$ cat config.mk
export PLATFORM = sky130hd
export DESIGN_NAME = inst_rr_scheduler
export DESIGN_NICKNAME = d
export VERILOG_FILES = /design/src/rtl/inst_rr_scheduler.sv
export SDC_FILE = /design/constraint.sdc
export NUM_CORES = 1
export LEC_CHECK = 0
export ABC_AREA = 1
export CAP_MARGIN = 10
export CORE_UTILIZATION = 54
export DETAILED_ROUTE_END_ITERATION = 12
export PLACE_DENSITY = 0.83
export SYNTH_ARGS = -nofsm -noshare
export SYNTH_HDL_FRONTEND = slang
export SYNTH_SLANG_ARGS = --single-unit
$ cat constraint.sdc
create_clock -name clk -period 3.5 [get_ports clk]
set_input_delay 0.7 -clock clk [delete_from_list [all_inputs] [get_ports clk]]
set_output_delay 0.7 -clock clk [all_outputs]
set_load 0.05 [all_outputs]
$ cat src/rtl/inst_rr_scheduler.sv
// rtl/inst_rr_scheduler.sv - round-robin grant of one shared slot among NUM_REQ leaf instances
module inst_rr_scheduler #(
   parameter int NUM_REQ  = 5,
   parameter int IDX_W    = 3,
   parameter int MAX_HOLD = 16,
   parameter int HOLD_W   = 8
) (
   input  logic               clk,
   input  logic               rst_n,
   input  logic [NUM_REQ-1:0] req,
   input  logic [NUM_REQ-1:0] done,
   output logic [NUM_REQ-1:0] grant,
   output logic               grant_valid,
   output logic [IDX_W-1:0]   grant_idx,
   output logic               timeout_err
);

   typedef enum logic [1:0] {
      ST_IDLE  = 2'd0,
      ST_GRANT = 2'd1,
      ST_GAP   = 2'd2
   } state_t;

   state_t               state_q, state_d;
   logic [NUM_REQ-1:0]   grant_q, grant_d;
   logic [IDX_W-1:0]     idx_q, idx_d;
   logic [IDX_W-1:0]     ptr_q, ptr_d;
   logic [HOLD_W-1:0]    hold_q, hold_d;
   logic                 terr_q, terr_d;

   logic                 win_found;
   logic [IDX_W-1:0]     win_idx;
   logic                 timeout_hit;
   logic                 normal_rel;

   // Two passes: ptr..NUM_REQ-1 first, then wrap to 0..ptr-1.
   always_comb begin
      win_found = 1'b0;
      win_idx   = '0;
      for (int j = 0; j < NUM_REQ; j++) begin
         if (!win_found && req[j] && (j >= int'(ptr_q))) begin
            win_found = 1'b1;
            win_idx   = IDX_W'(j);
         end
      end
      for (int j = 0; j < NUM_REQ; j++) begin
         if (!win_found && req[j]) begin
            win_found = 1'b1;
            win_idx   = IDX_W'(j);
         end
      end
   end

   assign timeout_hit = (hold_q == HOLD_W'(MAX_HOLD - 1));
   assign normal_rel  = done[idx_q] || !req[idx_q];

   always_comb begin
      state_d = state_q;
      grant_d = grant_q;
      idx_d   = idx_q;
      ptr_d   = ptr_q;
      hold_d  = hold_q;
      terr_d  = 1'b0;
      case (state_q)
         ST_IDLE, ST_GAP: begin
            grant_d = '0;
            hold_d  = '0;
            if (win_found) begin
               state_d          = ST_GRANT;
               grant_d[win_idx] = 1'b1;
               idx_d            = win_idx;
            end else begin
               state_d = ST_IDLE;
            end
         end
         ST_GRANT: begin
            hold_d = hold_q + HOLD_W'(1);
            if (normal_rel || timeout_hit) begin
               state_d = ST_GAP;
               grant_d = '0;
               hold_d  = '0;
               ptr_d   = (idx_q == IDX_W'(NUM_REQ - 1)) ? '0 : idx_q + IDX_W'(1);
               // A forced release is only an error when the grantee still wanted the slot.
               terr_d  = timeout_hit && !normal_rel;
            end
         end
         default: begin
            state_d = ST_IDLE;
            grant_d = '0;
            hold_d  = '0;
         end
      endcase
   end

   always_ff @(posedge clk) begin
      if (!rst_n) begin
         state_q <= ST_IDLE;
         grant_q <= '0;
         idx_q   <= '0;
         ptr_q   <= '0;
         hold_q  <= '0;
         terr_q  <= 1'b0;
      end else begin
         state_q <= state_d;
         grant_q <= grant_d;
         idx_q   <= idx_d;
         ptr_q   <= ptr_d;
         hold_q  <= hold_d;
         terr_q  <= terr_d;
      end
   end

   assign grant       = grant_q;
   assign grant_valid = |grant_q;
   assign grant_idx   = idx_q;
   assign timeout_err = terr_q;

endmodule

==> results.md <==
* Status: finished clean
* Total stage count of the critical path at 1
* Slowest CP cell: clkdlybuf4s50_1
* Number of port buffers at 21
* All-layer global routing usage at 24.34%
* Worst Path Required at 2.80 ns
* Final wirelength at 2570 um
* Antenna Cells at 0
* Initial antenna violation count at 0
* Synth Warn # at 0
* First-pass iteration count of the detailed router at 4
* Final Cycle Share at 68.40%
* Post-synthesis cell count at 162
* Post-synthesis sequential area ratio at 38.43%
* RSZ-0062 raised after global routing: no
* Via density at about 5.3
* Die width at 48.07 um
* Fmax at between 400 and 500 MHz
* Worst slew pin tran at 0.5004 ns
* Clk_skew at 0.008006 ns
* Vias post-DR at around 1100
* Post-CTS sizing at 0
* Die Footprint at ~2300 um2
* PD cells at between 400 and 500 nW/um2
* Final GP Congestion at just over 0.8
* Number of global-route vias before repair at 967
* Cells after DPL at 209
* Die Y at approximately 48 um
* Count leader, synth: nand2_1
* Area leader, netlist: dfxtp_1
* Number of synthesized flops with an enable pin at 0
* Post-route minimum period at 2.394 ns
* Final TNS setup at 0 ns
* CP bufs+invs at 1
* Global route overflow at 0
* Filler instances at ~160
* CTS Hold Bufs at 0
* VDD IR-drop max at 0.0004701 V
* CTS tree: yes
* FF-to-FF path depth at 9
* LEAKAGE at 0.6165 nW
* Fin nets at 202
* Ys async rst share at 0%
* Register area at 440.4 um2
* Post-Syn Area at 1146 um2
* H-tree Lvls at 1
* Distinct cells, synth at 24
* Final setup vio count at 0
* Post-Route Utilization at around 73%
* Max-slew headroom at 66.53%
* CP arrival at 1.69 ns
* Top post-synthesis cells by area: dfxtp_1 38%, nand2_1 12%, nand3_1 7.0%
* Starting DRT DRC Count at 23
* Initial Util at a little under 60%
* First-pass GRT wire length at 3898 um
* Slew Limit Fails at 0
* Worst Setup End Kind: primary output
* Final hold violations at 0
* Cts bufs inserted at 3
* Finished Layout Cells at ~210
* Synth cell count leaders: 36 x nand2_1, 22 x dfxtp_1, 21 x inv_1, 19 x nor2_1, 16 x nand3_1
* Clock Pin Slew Worst Setup and Hold Paths at 0.13 ns
* I/O pin total at 22
* CTS Root Cell: clkbuf_4
* Layout cells sized above 1 at 8.602%
* Maximum fanout along the worst path at 8
* Largest net degree at the start of global routing at 14
* Crit path max-delay family: buffers and inverters
* Area Overhead vs Synth at 25.44%
* Mapped Nets at 177
* Area of the multi-input gates at 618.1 um2
* Skew-Pair Late Insertion Delay at slightly above 0.3 ns
* Post-CTS setup buffers at 0
* Core area at ~2000 um2
* Setup crit start kind: flop
* DP HPWL at 2031 um
* CP peak stage delay at 0.86 ns
* Final ANT Viol Nets at 0
* WL/cell at 12.07 um
* Top-area cell type share of the netlist area at 38.43%
* Drc violations at 0
* Hold Path Class: flop to flop
* Syn Area/Cell at 7.075 um2
* Power Total at between 600 and 700 uW
* Worst Hold Depth at 1
* # rows at 16
* Clock buffer depth at 2
* Clock sinks at 22
* Max-cap violations at 0
* Critical path type: flop to primary output
* Post-synthesis register bit count at 22
* CP cell instances: clkdlybuf4s50_1
* Ys flop type: dfxtp_1
## state kept, by name, summed over array words and instances (netlist names)
register / count
state_q: 2
grant_idx: 3
ptr_q: 3
hold_q: 8
timeout_err: 1
grant: 5
## routing by layer
layer,share of wire (%),GRT usage [%]
met1,43,27.59
met2,51,46.76
met5,0,0
met3,4.7,2.642
met4,1.8,7.778
## area by class of cell
| cell class | count | share of cell area [%] |
|---|---|---|
| Tap cell | 27 | 2.350 |
| Clock buffer | 3 | 1.567 |
| Sequential cell | 22 | 30.64 |
| Multi-Input combinational cell | 117 | 42.99 |
| Clock inverter | 1 | 2.089 |
| Inverter | 22 | 5.744 |
| Timing Repair Buffer | 21 | 14.62 |
## cell usage in the layout (no fill, tap or decap), drive strengths merged, types with 3 or more instances in the layout
cell type      instances
clkbuf                 3
a21oi                  9
nand4                  6
nor3                   3
o21ai                 10
nand3                 17
nor2                  21
clkdlybuf4s50         21
nand2                 39
dfxtp                 22
ha                     3
inv                   22
xor2                   3
## report_power, final
part | internal [mW] | switching (mW) | leakage, nW
registers | 0.266 | 0.0156 | 0.179
clock network | 0.116 | 0.0764 | 0.0279
logic | 0.0598 | 0.115 | 0.410
## worst paths after layout
path,startpoint,end,slack (ns)
max,grant_idx[0],grant_idx[0],1.11
min,hold_q[0],hold_q[0],0.47
max reg2reg,hold_q[0],state_q[0],1.86
min reg2reg,hold_q[0],hold_q[0],0.47
## stage by stage
| stage | setup WS, ns | hold WS, ns | area [um2] |
|---|---|---|---|
| global route | 1.021 | 0.4980 | 1438 |
| floorplan | 1.695 | 0.4175 | 1146 |
| global placement | 1.072 | 0.4452 | 1385 |
| CTS | 1.104 | 0.4771 | 1438 |
| finish | 1.106 | 0.4729 | 1438 |
| detailed placement | 1.055 | 0.4577 | 1385 |
## kinds of logic (layout without fill, tap and decap cells)
logic type	Yosys count	in the layout	share of synthesized area (%)
DFF	22	22	38.43
adders and majority gates	3	3	3.275
xor gates and xnor gates	5	5	3.822
and+or+nand+nor	87	87	35.70
AOI/OAI and AO/OA	22	22	11.14
buffers and inverters	23	47	7.642
Note: power is estimated with default switching activity, not from simulation.
